`src/rtl/lfsr_pkg.sv`:
```
// Shared types and default feedback masks for the parametrised LFSR word generator.
package lfsr_pkg;

    typedef enum logic {
        LFSR_FIBO   = 1'b0,
        LFSR_GALOIS = 1'b1
    } lfsr_mode_e;

    typedef enum logic {
        ST_IDLE  = 1'b0,
        ST_VALID = 1'b1
    } lfsr_fsm_e;

    localparam int LFSR_MIN_WIDTH = 8;
    localparam int LFSR_MAX_WIDTH = 64;

    // Widths without a tabulated maximal polynomial get a non-zero but non-maximal
    // mask; such instances should pass TAPS explicitly.
    function automatic logic [63:0] default_taps(input int width);
        logic [63:0] taps_v;
        case (width)
            8:       taps_v = 64'h0000_0000_0000_00B8;
            16:      taps_v = 64'h0000_0000_0000_B400;
            32:      taps_v = 64'h0000_0000_8020_0003;
            64:      taps_v = 64'hD800_0000_0000_0000;
            default: taps_v = 64'h0000_0000_0000_0003 << (width - 2);
        endcase
        return taps_v;
    endfunction

endpackage

```
`src/rtl/lfsr_gen_if.sv`:
```
// Request/seed inputs and valid/ready output handshake of lfsr_gen.
interface lfsr_gen_if #(
    parameter int WIDTH = 32
);
    logic             en;
    logic             load;
    logic [WIDTH-1:0] seed;
    logic             out_ready;
    logic             out_valid;
    logic [WIDTH-1:0] num;
    logic             wrap;
    logic             lockup;

    modport master (
        output en, load, seed, out_ready,
        input  out_valid, num, wrap, lockup
    );

    modport slave (
        input  en, load, seed, out_ready,
        output out_valid, num, wrap, lockup
    );
endinterface

```
`src/rtl/lfsr_step.sv`:
```
// One combinational LFSR shift in Fibonacci or Galois form.
module lfsr_step
    import lfsr_pkg::*;
#(
    parameter int               WIDTH = 32,
    parameter logic [WIDTH-1:0] TAPS  = WIDTH'(default_taps(WIDTH)),
    parameter lfsr_mode_e       MODE  = LFSR_FIBO
) (
    input  logic [WIDTH-1:0] cur,
    output logic [WIDTH-1:0] nxt
);

    generate
        if (MODE == LFSR_GALOIS) begin : g_galois
            assign nxt = {1'b0, cur[WIDTH-1:1]} ^ (cur[0] ? TAPS : {WIDTH{1'b0}});
        end else begin : g_fibo
            assign nxt = {cur[WIDTH-2:0], ^(cur & TAPS)};
        end
    endgenerate

endmodule

```
`src/rtl/lfsr_gen.sv`:
```
// Throttleable PRBS source: STEP LFSR shifts per accepted word, seed loading with
// zero-seed substitution, and wrap detection against the last loaded seed.
module lfsr_gen
    import lfsr_pkg::*;
#(
    parameter int               WIDTH        = 32,
    parameter logic [WIDTH-1:0] TAPS         = WIDTH'(default_taps(WIDTH)),
    parameter lfsr_mode_e       MODE         = LFSR_FIBO,
    parameter int               STEP         = 1,
    parameter logic [WIDTH-1:0] DEFAULT_SEED = {{(WIDTH-1){1'b0}}, 1'b1}
) (
    input  logic       clk,
    input  logic       rst_n,
    lfsr_gen_if.slave  bus
);

    generate
        if (WIDTH < LFSR_MIN_WIDTH || WIDTH > LFSR_MAX_WIDTH) begin : g_bad_width
            $error("lfsr_gen: WIDTH must be in 8..64");
        end
        if (STEP < 1 || STEP > WIDTH) begin : g_bad_step
            $error("lfsr_gen: STEP must be in 1..WIDTH");
        end
        if (TAPS == {WIDTH{1'b0}}) begin : g_bad_taps
            $error("lfsr_gen: TAPS must be non-zero");
        end
        if (DEFAULT_SEED == {WIDTH{1'b0}}) begin : g_bad_seed
            $error("lfsr_gen: DEFAULT_SEED must be non-zero");
        end
    endgenerate

    lfsr_fsm_e        fsm_r;
    lfsr_fsm_e        fsm_next_s;
    logic [WIDTH-1:0] lfsr_r;
    logic [WIDTH-1:0] lfsr_next_s;
    logic [WIDTH-1:0] ref_seed_r;
    logic [WIDTH-1:0] ref_seed_next_s;
    logic             valid_r;
    logic             wrap_r;
    logic             wrap_next_s;
    logic             lockup_r;
    logic             lockup_next_s;
    logic             accept_s;
    logic [WIDTH-1:0] adv_s;

    // Each stage feeds the next so all STEP shifts settle within one clock.
    generate
        for (genvar i = 0; i < STEP; i++) begin : g_step
            logic [WIDTH-1:0] cur_s;
            logic [WIDTH-1:0] nxt_s;
            if (i == 0) begin : g_first
                assign cur_s = lfsr_r;
            end else begin : g_chain
                assign cur_s = g_step[i-1].nxt_s;
            end
            lfsr_step #(
                .WIDTH (WIDTH),
                .TAPS  (TAPS),
                .MODE  (MODE)
            ) u_step (
                .cur (cur_s),
                .nxt (nxt_s)
            );
        end
    endgenerate

    assign adv_s = g_step[STEP-1].nxt_s;

    // Next-state logic: load outranks accept and en, and voids a coincident accept.
    always_comb begin
        fsm_next_s      = fsm_r;
        lfsr_next_s     = lfsr_r;
        ref_seed_next_s = ref_seed_r;
        wrap_next_s     = 1'b0;
        lockup_next_s   = 1'b0;
        accept_s        = (fsm_r == ST_VALID) && bus.out_ready;
        if (bus.load) begin
            fsm_next_s = ST_IDLE;
            if (bus.seed == {WIDTH{1'b0}}) begin
                lfsr_next_s     = DEFAULT_SEED;
                ref_seed_next_s = DEFAULT_SEED;
                lockup_next_s   = 1'b1;
            end else begin
                lfsr_next_s     = bus.seed;
                ref_seed_next_s = bus.seed;
            end
        end else begin
            case (fsm_r)
                ST_IDLE: begin
                    if (bus.en) begin
                        fsm_next_s = ST_VALID;
                    end else begin
                        fsm_next_s = ST_IDLE;
                    end
                end
                ST_VALID: begin
                    if (accept_s) begin
                        lfsr_next_s = adv_s;
                        wrap_next_s = (adv_s == ref_seed_r);
                        fsm_next_s  = bus.en ? ST_VALID : ST_IDLE;
                    end else begin
                        fsm_next_s = ST_VALID;
                    end
                end
                default: begin
                    fsm_next_s = ST_IDLE;
                end
            endcase
        end
    end

    // State and registered outputs; reset is synchronous and overrides load/accept.
    always_ff @(posedge clk) begin
        if (!rst_n) begin
            fsm_r      <= ST_IDLE;
            lfsr_r     <= DEFAULT_SEED;
            ref_seed_r <= DEFAULT_SEED;
            valid_r    <= 1'b0;
            wrap_r     <= 1'b0;
            lockup_r   <= 1'b0;
        end else begin
            fsm_r      <= fsm_next_s;
            lfsr_r     <= lfsr_next_s;
            ref_seed_r <= ref_seed_next_s;
            valid_r    <= (fsm_next_s == ST_VALID);
            wrap_r     <= wrap_next_s;
            lockup_r   <= lockup_next_s;
        end
    end

    assign bus.out_valid = valid_r;
    assign bus.num       = lfsr_r;
    assign bus.wrap      = wrap_r;
    assign bus.lockup    = lockup_r;

endmodule
```
`src/flat_wrapper.sv`:
```
// flat-port wrapper written by rule: the top's interface ports become plain ports
module lfsr_gen_flat import lfsr_pkg::*;
#(
    parameter int               WIDTH        = 32,
    parameter logic [WIDTH-1:0] TAPS         = WIDTH'(default_taps(WIDTH)),
    parameter lfsr_mode_e       MODE         = LFSR_FIBO,
    parameter int               STEP         = 1,
    parameter logic [WIDTH-1:0] DEFAULT_SEED = {{(WIDTH-1){1'b0}}, 1'b1}
)
  (clk, rst_n, bus_en, bus_load, bus_seed, bus_out_ready, bus_out_valid, bus_num, bus_wrap, bus_lockup);
  lfsr_gen_if #(.WIDTH(WIDTH)) bus_i ();
  input  logic clk;
  input  logic rst_n;
  input wire logic [$bits(bus_i.en)-1:0] bus_en;
  input wire logic [$bits(bus_i.load)-1:0] bus_load;
  input wire logic [$bits(bus_i.seed)-1:0] bus_seed;
  input wire logic [$bits(bus_i.out_ready)-1:0] bus_out_ready;
  output wire logic [$bits(bus_i.out_valid)-1:0] bus_out_valid;
  output wire logic [$bits(bus_i.num)-1:0] bus_num;
  output wire logic [$bits(bus_i.wrap)-1:0] bus_wrap;
  output wire logic [$bits(bus_i.lockup)-1:0] bus_lockup;
  assign bus_i.en = bus_en;
  assign bus_i.load = bus_load;
  assign bus_i.seed = bus_seed;
  assign bus_i.out_ready = bus_out_ready;
  assign bus_out_valid = bus_i.out_valid;
  assign bus_num = bus_i.num;
  assign bus_wrap = bus_i.wrap;
  assign bus_lockup = bus_i.lockup;
  lfsr_gen #(.WIDTH(WIDTH), .TAPS(TAPS), .MODE(MODE), .STEP(STEP), .DEFAULT_SEED(DEFAULT_SEED)) u_core (.clk(clk), .rst_n(rst_n), .bus(bus_i));
endmodule
```
`config.mk`:
```
export PLATFORM = sky130hd
export DESIGN_NAME = lfsr_gen_flat
export DESIGN_NICKNAME = d
export VERILOG_FILES = /design/src/rtl/lfsr_pkg.sv /design/src/rtl/lfsr_gen_if.sv /design/src/rtl/lfsr_step.sv /design/src/rtl/lfsr_gen.sv /design/src/flat_wrapper.sv
export SDC_FILE = /design/constraint.sdc
export NUM_CORES = 1
export LEC_CHECK = 0
export ABC_AREA = 0
export CAP_MARGIN = 15
export CORE_UTILIZATION = 45
export CTS_CLUSTER_DIAMETER = 120
export DETAILED_ROUTE_END_ITERATION = 8
export HOLD_SLACK_MARGIN = 0.08
export PLACE_DENSITY_LB_ADDON = 0.25
export SLEW_MARGIN = 10
export SYNTH_ARGS = -nofsm -noshare
export SYNTH_HDL_FRONTEND = slang
export SYNTH_SLANG_ARGS = --single-unit
```
`constraint.sdc`:
```
create_clock -name clk -period 1.6 [get_ports clk]
set_clock_uncertainty 0.15 [all_clocks]
set_input_delay 0.4 -clock clk [delete_from_list [all_inputs] [get_ports clk]]
set_output_delay 0.4 -clock clk [all_outputs]
set_load 0.05 [all_outputs]
```
==> flow_metrics.tcl, run 1 <==
set metrics [dict create \
    status "finished, violations left" \
    failed_checks "design-rule violations" \
    min_path_type "in2reg" \
    setup_viol 0 \
    syn_to_final_growth_pct 60.0 \
    maxCapViolCount 0 \
    timing.final.ws_setup_ns 0.0524 \
    power_report.internal_total_mw 3.05 \
    netlist_area_um2 3080 \
    floorplan.io_pins 72 \
    critical_path_required_ns 1.05 \
    detailedPlace.worstSlack_ns -0.625 \
    power.sequential.fraction_pct 43.9 \
    initial_core_util_pct 47.5 \
    drive_above_1_share_pct 28.0 \
    total_switching_power_mw 1.17 \
    synthFlopType "sky130_fd_sc_hd__dfxtp_1" \
    ys_seq_area_share_pct 43.5 \
    cts_hold_repair.buffers 0 \
    average_instance_area_after_synthesis_um2 8.97 \
    worst_slew_margin_rel_pct 80.1 \
    drt-pass1-iter-count 6 \
    grt_antenna_before_repair 0 \
    ys_ff_latch 67 \
    number_of_warning_messages_in_the_yosys_log 0 \
    floorplan.rows 29 \
    n_fill_cell 418 \
    gp_congestion 0.802 \
    routed-via-count 2826 \
    worstSetupEndpointType "output pin" \
    drc 4 \
    detailedRoute.firstIterationViolations 156 \
    clk_pin_slew_ns 0.07 \
    hold_viol 0 \
    power.ir.vdd_worst_mv 0.565 \
    tritoncts_num_sinks 67 \
    antenna_left 0 \
    power_frac_clock_pct 33.1 \
    synth_cells 344 \
    fp.dieW_um 84.8 \
    grt_first_pass_wirelength_mm 13.8 \
    numCtsBuffers 9 \
    power_density_nw_per_um2 855 \
    timing_worst_setup_path_type "reg2out" \
    timing.critical_path.slowest_cell_delay_ns 0.37 \
    wl_per_cell_um 15.6 \
    finalWirelength_mm 8.40 \
    critPathMaxFanout 3 \
    final_max_slew_viol_count 0 \
    crit_path_cell_trace "buf_4 -> buf_12" \
    p_comb_share_pct 23.0 \
    routed_via_density 5.25 \
    fp.coreArea_um2 6490 \
    number_of_global_route_vias_before_repair 2886 \
    hpwl_mm 6.11 \
    maximum_achievable_frequency_ghz 0.646 \
    ys_async_rst_share_pct 0 \
    power_leakage_nw 2.39 \
    clock_latency_ns 0.34 \
    cts.root.buffer_cell "sky130_fd_sc_hd__clkbuf_8" \
    grt_util_all_layers_pct 24.8 \
    syn-num-nets 381 \
    die_height_um 84.8 \
    setup_tns_ns 0 \
    synth.distinct_cells 26 \
    tightestPinTransition_ns 0.296 \
    layout_worst_path_cycle_share_pct 96.7 \
    post_synth_edffs 0 \
    largest_net_degree_at_the_start_of_global_routing 36 \
    power.switching_fraction_pct 27.8 \
    maximum_count_of_clock_buffers_along_a_single_path 2 \
    post-route-min-period_ns 1.55 \
    crit_path_start_kind "flip-flop" \
    n_antenna_cell 0 \
    buffer_ports.inserted 71 \
    cp.arrival_ns 1.00 \
    seq_area_um2 1360 \
    cts.htree.levels 3 \
    cts_tree "built" \
    nNetsFinal 494 \
    overflow 0 \
    area_of_combinational_cells_with_multiple_inputs_um2 1760 \
    die_area_um2 7190 \
    timing.critical_path.slowest_stage_cell "sky130_fd_sc_hd__dfxtp_2" \
]
[cells in the final DEF, fill, tap and decap left out, types with 3 or more instances in the layout]
cell type	Yosys	final
sky130_fd_sc_hd__dlymetal6s2s_1	0	13
sky130_fd_sc_hd__clkdlybuf4s50_1	0	13
sky130_fd_sc_hd__nor4_4	0	4
sky130_fd_sc_hd__clkbuf_8	0	11
sky130_fd_sc_hd__a21boi_0	29	29
sky130_fd_sc_hd__buf_12	0	40
sky130_fd_sc_hd__mux2i_1	31	31
sky130_fd_sc_hd__dfxtp_2	0	13
sky130_fd_sc_hd__xnor2_1	3	3
sky130_fd_sc_hd__and2_1	31	31
sky130_fd_sc_hd__nor4_1	17	6
sky130_fd_sc_hd__buf_4	3	46
sky130_fd_sc_hd__nor4_2	0	7
sky130_fd_sc_hd__dlygate4sd2_1	0	9
sky130_fd_sc_hd__xor2_1	32	32
sky130_fd_sc_hd__dfxtp_1	67	54
sky130_fd_sc_hd__o21ai_1	30	30
sky130_fd_sc_hd__nand2_1	63	63
[cell families after synthesis]
logic type / synth area share [%]
simple gates: 19.5
xor+xnor: 9.94
mux: 10.1
compound gates: 13.7
buf+inv: 3.33
flops: 43.5
[Yosys cell counts (all sizes together), types with 2 or more instances]
cell type	number	area [um^2]
and2	31	194
nor2	2	7.51
xor2	32	280
mux2i	31	310
a21boi	31	233
o21ai	32	160
dfxtp	67	1340
xnor2	3	26.3
inv	2	7.50
a21oi	3	15.0
nor4	17	106
nand2	64	243
and4	3	26.3
clkbuf	10	37.5
buf	10	57.6
[per-stage QoR]
| stage | util, % | cells | cell area, um^2 | total power, mW | hold WS [ns] |
|---|---|---|---|---|---|
| finish | 76.0 | 538 | 4940 | 4.22 | 0.275 |
| CTS | 75.0 | 537 | 4870 | 4.24 | 0.334 |
| global route | 76.0 | 538 | 4940 | 4.38 | 0.285 |
| detailed placement | 70.7 | 522 | 4590 | 2.84 | 0.324 |
| global placement | 70.7 | 522 | 4590 | 2.82 | 0.313 |
| floorplan | - | 344 | 3100 | 2.32 | 0.305 |
[per-layer routing]
metal	wire length, um	track usage [%]	up-vias
met5	0	0	-
met4	249	12.8	0
met3	327	3.64	17
met2	4250	42.6	70
met1	3580	30.3	1334
li1	-	-	1405
[path summary, 6_finish.rpt]
| kind | from | end | slack, ns | depth (start not counted) |
|---|---|---|---|---|
| setup reg to reg | u_core.bus.num[8] | u_core.bus.wrap | 0.10 | 4 |
| setup / recovery | u_core.bus.num[0] | bus_num[0] | 0.05 | 2 |
| hold / removal | bus_seed[1] | u_core.ref_seed_r[1] | 0.28 | 3 |
| hold reg to reg | u_core.ref_seed_r[17] | u_core.ref_seed_r[17] | 0.34 | 2 |
[power by group through the flow]
stage	Sequential (mW)	Combinational [mW]	Clock, mW
after floorplan	2.03	0.291	0
after global placement	1.88	0.939	0
after detailed placement	1.89	0.951	0
after CTS	1.85	0.973	1.41
after global routing	1.86	1.04	1.48
final	1.85	0.972	1.40
[worst max-delay path: cells and delay by family (launching register included)]
family | cells | cell delay [ns]
buffers and inverters | 2 | 0.28
DFF | 1 | 0.37
[repair_timing]
item,4_1_cts,5_1_grt
setup buffers,0,1
endpoints found under the setup margin,6,26
pin swaps,10,13
resized for setup,26,18
[registers in the layout, summed over array words and instances, names as in the netlist]
register and cells:
u_core.bus.lockup 1, u_core.fsm_r 1, u_core.bus.num 32, u_core.bus.wrap 1
u_core.ref_seed_r 32
[layout make-up]
class	instances	area share, %
well taps	77	1.95
inverters	2	0.152
repair buffers	122	30.8
flip-flops and latches	67	27.5
clock inverters	2	0.710
clock buffers	13	3.22
multi-input cells	255	35.6
Note: power is estimated with default switching activity, not from simulation.
==> run 2: changes to the inputs <==
ABC_CLOCK_PERIOD_IN_PS = 1600   (was not set)
==> results of run 2 <==
Final layout, timing and power as in run 1 (identical DEF).
==> run 3: changes to the inputs <==
CELL_PAD_IN_SITES_DETAIL_PLACEMENT = 0   (was not set)
CELL_PAD_IN_SITES_GLOBAL_PLACEMENT = 1   (was not set)
CORE_UTILIZATION = 37   (was 45)
==> run 3 against run 2 <==
Compared with the run above:
- the flow now finishes without violations
- combinational power is 2% higher
- critical path depth stayed put
- clock power is 10% lower
- wire length hardly changed
- sequential power hardly changed
- cell count is 5.4% higher
- sequential share of layout area is 0.31 points lower
- critical path type unchanged
- critical endpoint is now bus_num[10]
- largest cell class unchanged
==> flow_metrics.tcl, run 3 (synthesis gave the netlist of run 1 again) <==
set metrics [dict create \
    routed_via_density 4.90 \
    cts_tree "built" \
    hpwl_mm 6.18 \
    largest_net_degree_at_the_start_of_global_routing 38 \
    grt_first_pass_wirelength_mm 13.7 \
    timing.final.ws_setup_ns 0.0555 \
    worstReg2RegEnd "u_core.bus.wrap" \
    finalWirelength_mm 8.39 \
    floorplan.io_pins 72 \
    placed_cells_incl_taps 552 \
    maxCapViolCount 0 \
    antenna_left 0 \
    detailedPlace.worstSlack_ns -0.549 \
    timing.critical_path.slowest_stage_cell "sky130_fd_sc_hd__dfxtp_1" \
    leading_cell_types_in_the_layout_fill_and_taps_excluded "sky130_fd_sc_hd__nand2_1 (63), sky130_fd_sc_hd__dfxtp_1 (54), sky130_fd_sc_hd__buf_4 (47)" \
    routed-via-count 2781 \
    numCtsBuffers 9 \
    number_of_global_route_vias_before_repair 2756 \
    n_antenna_cell 0 \
    syn_to_final_growth_pct 61.9 \
    detailedRoute.firstIterationViolations 85 \
    overflow 0 \
    rsz0062_at_grt "no" \
    power_leakage_nw 2.38 \
    cp.arrival_ns 0.99 \
    worstReg2RegStart "u_core.bus.num[12]" \
    tritoncts_num_sinks 67 \
    status "finished clean" \
    whs_path_depth 3 \
    p_total_mw 4.10 \
    hold_viol 0 \
    critical_path_required_ns 1.05 \
    holdPathEnd "u_core.ref_seed_r[5]" \
    maximum_achievable_frequency_ghz 0.647 \
    timing_worst_setup_path_type "reg2out" \
    fp.coreArea_um2 7890 \
    die_height_um 93.3 \
    critPathMaxFanout 3 \
    gp_congestion 0.762 \
    buffer_ports.inserted 71 \
    drt-pass1-iter-count 5 \
    tightestPinTransition_ns 0.391 \
    n_fill_cell 644 \
    layout_worst_path_cycle_share_pct 96.5 \
    drc 0 \
    cts.root.buffer_cell "sky130_fd_sc_hd__clkbuf_8" \
    cts.htree.levels 3 \
    worstSetupEndpointType "output pin" \
    layout_commonest_cell "sky130_fd_sc_hd__nand2_1" \
    fp.dieW_um 93.3 \
    wl_per_cell_um 14.8 \
    cts_hold_repair.buffers 0 \
    clock_latency_ns 0.34 \
    maximum_count_of_clock_buffers_along_a_single_path 2 \
    worst_slew_margin_rel_pct 73.7 \
    fin_cells 567 \
    initial_core_util_pct 39.1 \
    cp-startpoint "u_core.bus.num[10]" \
    grt_antenna_before_repair 0 \
    hp-start "bus_seed[5]" \
    crit_path_start_kind "flip-flop" \
    power.ir.vdd_worst_mv 0.485 \
    crit_path_cell_trace "buf_4 -> buf_12" \
    post-route-min-period_ns 1.54 \
    min_path_type "in2reg" \
    power_density_nw_per_um2 822 \
    setup_viol 0 \
    grt_util_all_layers_pct 20.6 \
    nNetsFinal 498 \
    die_area_um2 8700 \
    final_max_slew_viol_count 0 \
    floorplan.rows 32 \
    setup.reg_to_reg.worst_slack_ns 0.08 \
    clk_pin_slew_ns 0.07 \
    r2r.worst_path.cells 4 \
    timing.critical_path.slowest_cell_delay_ns 0.36 \
    drive_above_1_share_pct 28.4 \
]
## run 3: changes by cell type in the layout (fill, tap and decap cells not counted)
cell                              previous run  this run
sky130_fd_sc_hd__nor4_2                      7         6
sky130_fd_sc_hd__nor4_4                      4         3
sky130_fd_sc_hd__buf_4                      46        47
sky130_fd_sc_hd__bufinv_16                   1         0
sky130_fd_sc_hd__clkbuf_1                    2         1
sky130_fd_sc_hd__clkinv_2                    1         2
sky130_fd_sc_hd__nor4_1                      6         8
sky130_fd_sc_hd__clkdlybuf4s50_1            13        20
sky130_fd_sc_hd__buf_12                     40        43
sky130_fd_sc_hd__dlymetal6s2s_1             13         9
sky130_fd_sc_hd__clkbuf_8                   11        12
sky130_fd_sc_hd__dlygate4sd2_1               9         6
## run 3: report_power, final
part | switching [mW] | total (mW) | internal, mW
registers | 0.0838 | 1.85 | 1.76
clock network | 0.588 | 1.26 | 0.676
logic | 0.483 | 0.990 | 0.507
## run 3: worst max-delay path: cells and delay by family, from the launching register on
kind / cells / cell delay [ns]
flops: 1 / 0.36
buf+inv: 2 / 0.29
## run 3: final cells by class
cell class              instances  area (um^2)  area share, %
multi-input cells             255         1740           34.8
repair buffers                126         1580           31.7
flip-flops and latches         67         1360           27.2
clock buffers                  13          169           3.38
well taps                     102          128           2.56
clock inverters                 2         10.0          0.201
inverters                       2         7.51          0.150
## run 3: layer usage
metal  vias to the layer above  GRT usage (%)  routed length, um
met5                         -              0                  0
met1                      1321           26.1               3800
met2                        47           34.8               4190
met3                        10           4.72                319
li1                       1403              -                  -
met4                         0           5.64                 85
## run 3: worst max-delay path by stage
| stage | end | slack (ns) | depth (start not counted) |
|---|---|---|---|
| after floorplan | u_core.bus.wrap | 0.006 | 4 |
| after global placement | u_core.bus.num[0] | -0.52 | 5 |
| after detailed placement | u_core.ref_seed_r[0] | -0.55 | 5 |
| after CTS | u_core.bus.wrap | 0.002 | 4 |
| after global routing | u_core.bus.num[0] | 0.002 | 5 |
| final | bus_num[10] | 0.06 | 2 |
## run 3: metrics by stage
stage	area, um^2	util (%)	TNS (ns)	hold slack (ns)
final	4990	63.3	0	0.266
after global routing	4990	63.3	0	0.274
after CTS	4930	62.5	0	0.329
after detailed placement	4700	59.6	-14.98	0.322
after global placement	4700	59.6	-13.55	0.315
after floorplan	3100	-	0	0.305
## run 3: repair_timing
item	CTS	global route
gates resized for setup	18	16
pin swaps	9	9
buffers inserted	0	0
endpoints found under the setup margin	6	4
==> variant 1: new RTL, settings of run 3 <==
`WIDTH` is set to 32 in 4 places; all go to 48.
--- a/src/rtl/lfsr_gen_if.sv
+++ b/src/rtl/lfsr_gen_if.sv
@@ -1,5 +1,5 @@
 // Request/seed inputs and valid/ready output handshake of lfsr_gen.
 interface lfsr_gen_if #(
-    parameter int WIDTH = 32
+    parameter int WIDTH = 48
 );
     logic             en;
--- a/src/rtl/lfsr_step.sv
+++ b/src/rtl/lfsr_step.sv
@@ -3,5 +3,5 @@
     import lfsr_pkg::*;
 #(
-    parameter int               WIDTH = 32,
+    parameter int               WIDTH = 48,
     parameter logic [WIDTH-1:0] TAPS  = WIDTH'(default_taps(WIDTH)),
     parameter lfsr_mode_e       MODE  = LFSR_FIBO
--- a/src/rtl/lfsr_gen.sv
+++ b/src/rtl/lfsr_gen.sv
@@ -4,5 +4,5 @@
     import lfsr_pkg::*;
 #(
-    parameter int               WIDTH        = 32,
+    parameter int               WIDTH        = 48,
     parameter logic [WIDTH-1:0] TAPS         = WIDTH'(default_taps(WIDTH)),
     parameter lfsr_mode_e       MODE         = LFSR_FIBO,
--- a/src/flat_wrapper.sv
+++ b/src/flat_wrapper.sv
@@ -2,5 +2,5 @@
 module lfsr_gen_flat import lfsr_pkg::*;
 #(
-    parameter int               WIDTH        = 32,
+    parameter int               WIDTH        = 48,
     parameter logic [WIDTH-1:0] TAPS         = WIDTH'(default_taps(WIDTH)),
     parameter lfsr_mode_e       MODE         = LFSR_FIBO,
Interface: changed (resized bus_num and bus_seed); port bits go from 72 to 104. The function was not compared with the original's and may differ.
==> variant 1 against run 3 <==
  * Final area grew 53%
  * Routed wire length grew 63%
  * Synthesized area grew 54%
  * Power grew 68%
  * Sequential power grew 50%
  * Sequential share of layout area shrank 1.0 points
  * Die area grew 53%
  * Worst setup slack lost 2.6 ps
  * Critical path depth grew 4
  * Sequential cell count grew 32
==> variant 1: results (changes against run 3) <==
metric	value	unit	change
viasPerCell	4.96		was 4.90
outcome	completed		unchanged
grt_pass1_vias	4052		was 2756
crit_path_max_fanout	2		was 3
synthAdderAreaFrac	0		unchanged
grt_usage	0.210		was 0.206
wl_met1	6530	um	was 3800 um
route.met3.wl	422	um	was 319 um
dr.pass1.iters	4		was 5
syn_nets	512		was 381
drt_first_iter_violations	188		was 85
vdd_drop_max	0.000493	V	was 0.000485 V
grt_util_met2	0.343		was 0.348
synth-xor-area-share	0.0904		was 0.0994
slew_headroom	0.700		was 0.737
syn_inst	459		was 344
final-instance-count-excl-fill	823		was 567
post_cts_resize_count	52		was 18
synth_common_cells	dfxtp_1 (99), mux2i_1 (94), nand2_1 (50)		was dfxtp_1 (67), nand2_1 (63), xor2_1 (32)
grt_use_met1	0.281		was 0.261
grt_max_degree	55		was 38
cts_setup_buffers	1		was 0
drive_gt1_frac	0.329		was 0.284
p_leak	0.00394	uW	was 0.00238 uW
antenna_found_initial	0		unchanged
ys_warn_count	0		unchanged
swShare	0.297		was 0.282
cts_buffers	9		unchanged
place_inst	805		was 552
place_ws	-771	ps	was -549 ps
io_buffers	103		was 71
worst_ep_arrival_time	1680	ps	was 990 ps
wl_met2	6440	um	was 4190 um
placed_cell_area	7190	sq um	was 4700 sq um
routed_wl	13600	um	was 8390 um
fill_cells	1057		was 644
htree_levels	3		unchanged
clk_path_buf_depth	2		unchanged
synth_cell_types	24		was 26
synthMuxAreaShare	0.198		was 0.101
gp_congestion	0.783		was 0.762
synthTopCellsByArea	dfxtp_1 (42%), mux2i_1 (20%), o211a_1 (9.9%), xor2_1 (8.7%), nor2b_1 (6.2%)		was dfxtp_1 (43%), mux2i_1 (10%), xor2_1 (9.1%), nand2_1 (7.7%), a21boi_0 (7.1%)
dpl.hpwl	10000	um	was 6180 um
grt_pass1_wl	21000	um	was 13700 um
fin_nets	699		was 498
synth_compound_area_frac	0.105		was 0.137
root_buffer	clkbuf_16		was clkbuf_8
use_met3	0.0242		was 0.0472
seq_area_frac_synth	0.417		was 0.435
variant 1: changes by cell type after synthesis, moves of 3 or more:
cell,run 3,this run
a21boi_0,29,0
and2_1,31,0
and4_1,3,0
buf_2,7,13
dfxtp_1,67,99
mux2i_1,31,94
nand2_1,63,50
nand4_1,1,5
nor2b_1,0,47
nor4_1,17,24
o211a_1,0,47
o21ai_1,30,0
xor2_1,32,47
variant 1: layout make-up:
| cell class | count | area [sq um] | area share |
|---|---|---|---|
| Multi-Input combinational cell | 328 | 2770 | 0.363 |
| Timing Repair Buffer | 207 | 2360 | 0.309 |
| Sequential cell | 99 | 2000 | 0.262 |
| Clock buffer | 15 | 288 | 0.0376 |
| Tap cell | 172 | 215 | 0.0282 |
| Clock inverter | 1 | 5.00 | 0.000655 |
| Inverter | 1 | 3.75 | 0.000491 |
variant 1: final timing paths:
check                               startpoint                                end  slack [ps]  cells past startpoint
min reg2reg  u_core.ref_seed_r[0]$_SDFFE_PN1P_  u_core.ref_seed_r[0]$_SDFFE_PN1P_         380                      1
max reg2reg    u_core.bus.num[25]$_SDFFE_PN0P_         u_core.bus.wrap$_SDFF_PP0_          90                      4
max                               bus_seed[27]  u_core.ref_seed_r[0]$_SDFFE_PN1P_          50                      6
min                                bus_seed[5]  u_core.ref_seed_r[5]$_SDFFE_PN0P_         280                      3
variant 1: power groups by stage:
stage / sequential [uW] / clock [uW] / combinational (uW)
2_1_floorplan: 3170 / 0 / 582
3_3_place_gp: 2820 / 0 / 1940
3_5_place_dp: 2830 / 0 / 1950
4_1_cts: 2780 / 2160 / 1940
5_1_grt: 2800 / 2260 / 2110
6_report: 2780 / 2120 / 1990
variant 1: worst max-delay path: stages:
cell,delay (ps)
dlygate4sd2_1,260
nor4_1,280
buf_4,170
nand4_1,150
nor3_2,230
o32a_1,190
==> variant 2: new RTL, settings of run 3 <==
Without the edit above. Reset style: asynchronous (`rst_n`), changed in one clocked block.
--- a/src/rtl/lfsr_gen.sv
+++ b/src/rtl/lfsr_gen.sv
@@ -111,5 +111,5 @@
 
     // State and registered outputs; reset is synchronous and overrides load/accept.
-    always_ff @(posedge clk) begin
+    always_ff @(posedge clk or negedge rst_n) begin
         if (!rst_n) begin
             fsm_r      <= ST_IDLE;
Function: differs if rst_n is asserted again (counterexample within 4 cycles, from zero or initial values and one cycle with rst_n low); with rst_n held inactive, the same outputs for 4 cycles.
==> variant 2 against run 3 <==
  * Register-to-register slack worse by 40 ps
  * Synthesized area is 0.57% higher
  * Worst setup slack worse by 110 ps
  * Routed wire length down 3.9%
  * Die area up 0.56%
  * Fmax is 6.9% lower
  * Final area increased by 1.6%
  * Largest power group unchanged
  * Sequential cell count unchanged
  * Power is 23% higher
  * The flow now finishes with violations (negative setup slack)
==> variant 2: results (changes against run 3) <==
metric	value	unit	change
crit_path_top_delay_cell	dfstp_2		was dfxtp_1
route.met3.wl	296	um	was 319 um
timing.rr.start	u_core.bus.num[0]$_DFFE_PN1P_		was u_core.bus.num[12]$_SDFFE_PN0P_
slowest_delay	550	ps	was 360 ps
timing.critical_path.to	bus_num[0]		was bus_num[10]
outcome	complete, but fails checks		was completed
crit_path_max_fanout	2		was 3
fill_cells	685		was 644
worst_ep_arrival_time	1110	ps	was 990 ps
final-setup-viol-count	1		was 0
reg2reg_slack	40	ps	was 80 ps
dpl.hpwl	5800	um	was 6180 um
area_growth	63.5	%	was 61.9%
seq_area_frac_synth	0.541		was 0.435
violations	negative setup slack		
wl_met1	3920	um	was 3800 um
tightestPinTransition	362	ps	was 391 ps
viasPerCell	4.79		was 4.90
finalWorstSetupSlack	-59.3	ps	was 55.5 ps
multi_input_comb_cells	190		was 255
seq_area_frac	0.332		was 0.272
grt_util_met2	0.299		was 0.348
place_ws	-486	ps	was -549 ps
grt_pass1_wl	13000	um	was 13700 um
n_all_inverters	33		was 2
fin_nets	464		was 498
reg2reg_to	u_core.bus.wrap$_DFF_PN0_		was u_core.bus.wrap$_SDFF_PP0_
synthTopCellsByArea	dfrtp_1 (52%), mux2i_1 (10%), xor2_1 (8.8%), o21ai_0 (8.2%), inv_1 (4.0%)		was dfxtp_1 (43%), mux2i_1 (10%), xor2_1 (9.1%), nand2_1 (7.7%), a21boi_0 (7.1%)
p_leak	0.00262	uW	was 0.00238 uW
drive_gt1_frac	0.292		was 0.284
grt_pass1_vias	2559		was 2756
routed_wl	8070	um	was 8390 um
dr.pass1.iters	4		was 5
grt_use_met1	0.290		was 0.261
==> variant 2: worst min-delay path by stage <==
stage,end,slack (ps),startpoint,cells past startpoint
2_1_floorplan,u_core.bus.lockup$_DFF_PN0_,-50,rst_n,0
3_3_place_gp,u_core.bus.num[15]$_DFFE_PN0P_,300,rst_n,2
3_5_place_dp,u_core.ref_seed_r[16]$_DFFE_PN0P_,300,rst_n,2
4_1_cts,u_core.fsm_r$_DFF_PN0_,200,bus_load,2
5_1_grt,u_core.fsm_r$_DFF_PN0_,220,bus_load,2
6_report,u_core.ref_seed_r[9]$_DFFE_PN0P_,210,bus_seed[9],3
==> variant 2: stage by stage <==
stage	TNS (ps)	hold slack [ps]	power (uW)
finish	-59.3	211	5060
CTS	-70.3	205	5060
global placement	-6590	298	3490
global route	-116	223	5270
detailed placement	-7140	297	3520
floorplan	-827	-45.6	2680
==> variant 2: worst max-delay path: cells and delay by family (launching register included) <==
kind	cells	cell delay, ps
buf+inv	2	230
flops	1	550
==> variant 2: kinds of logic (layout without fill, tap and decap cells) <==
family,after synthesis,after routing,synth area share
DFF,67,67,0.541
AOI/OAI and AO/OA,66,66,0.108
and+or+nand+nor,58,58,0.0896
buffers and inverters,46,174,0.0573
xor gates and xnor gates,35,35,0.104
muxes,31,31,0.100
==> variant 2: where the power goes <==
group | internal, uW | switching [uW]
Clock | 915 | 608
Combinational | 758 | 765
Sequential | 1860 | 154
==> variant 2: timing repair <==
item / 4_1_cts / 5_1_grt
hold buffers: 1 / 0
buffers inserted: 4 / 8
pin swaps: 6 / 10
hold endpoints to repair: 65 / 0
endpoints found under the setup margin: 6 / 20
gates cloned: 0 / 0
resized for setup: 17 / 27
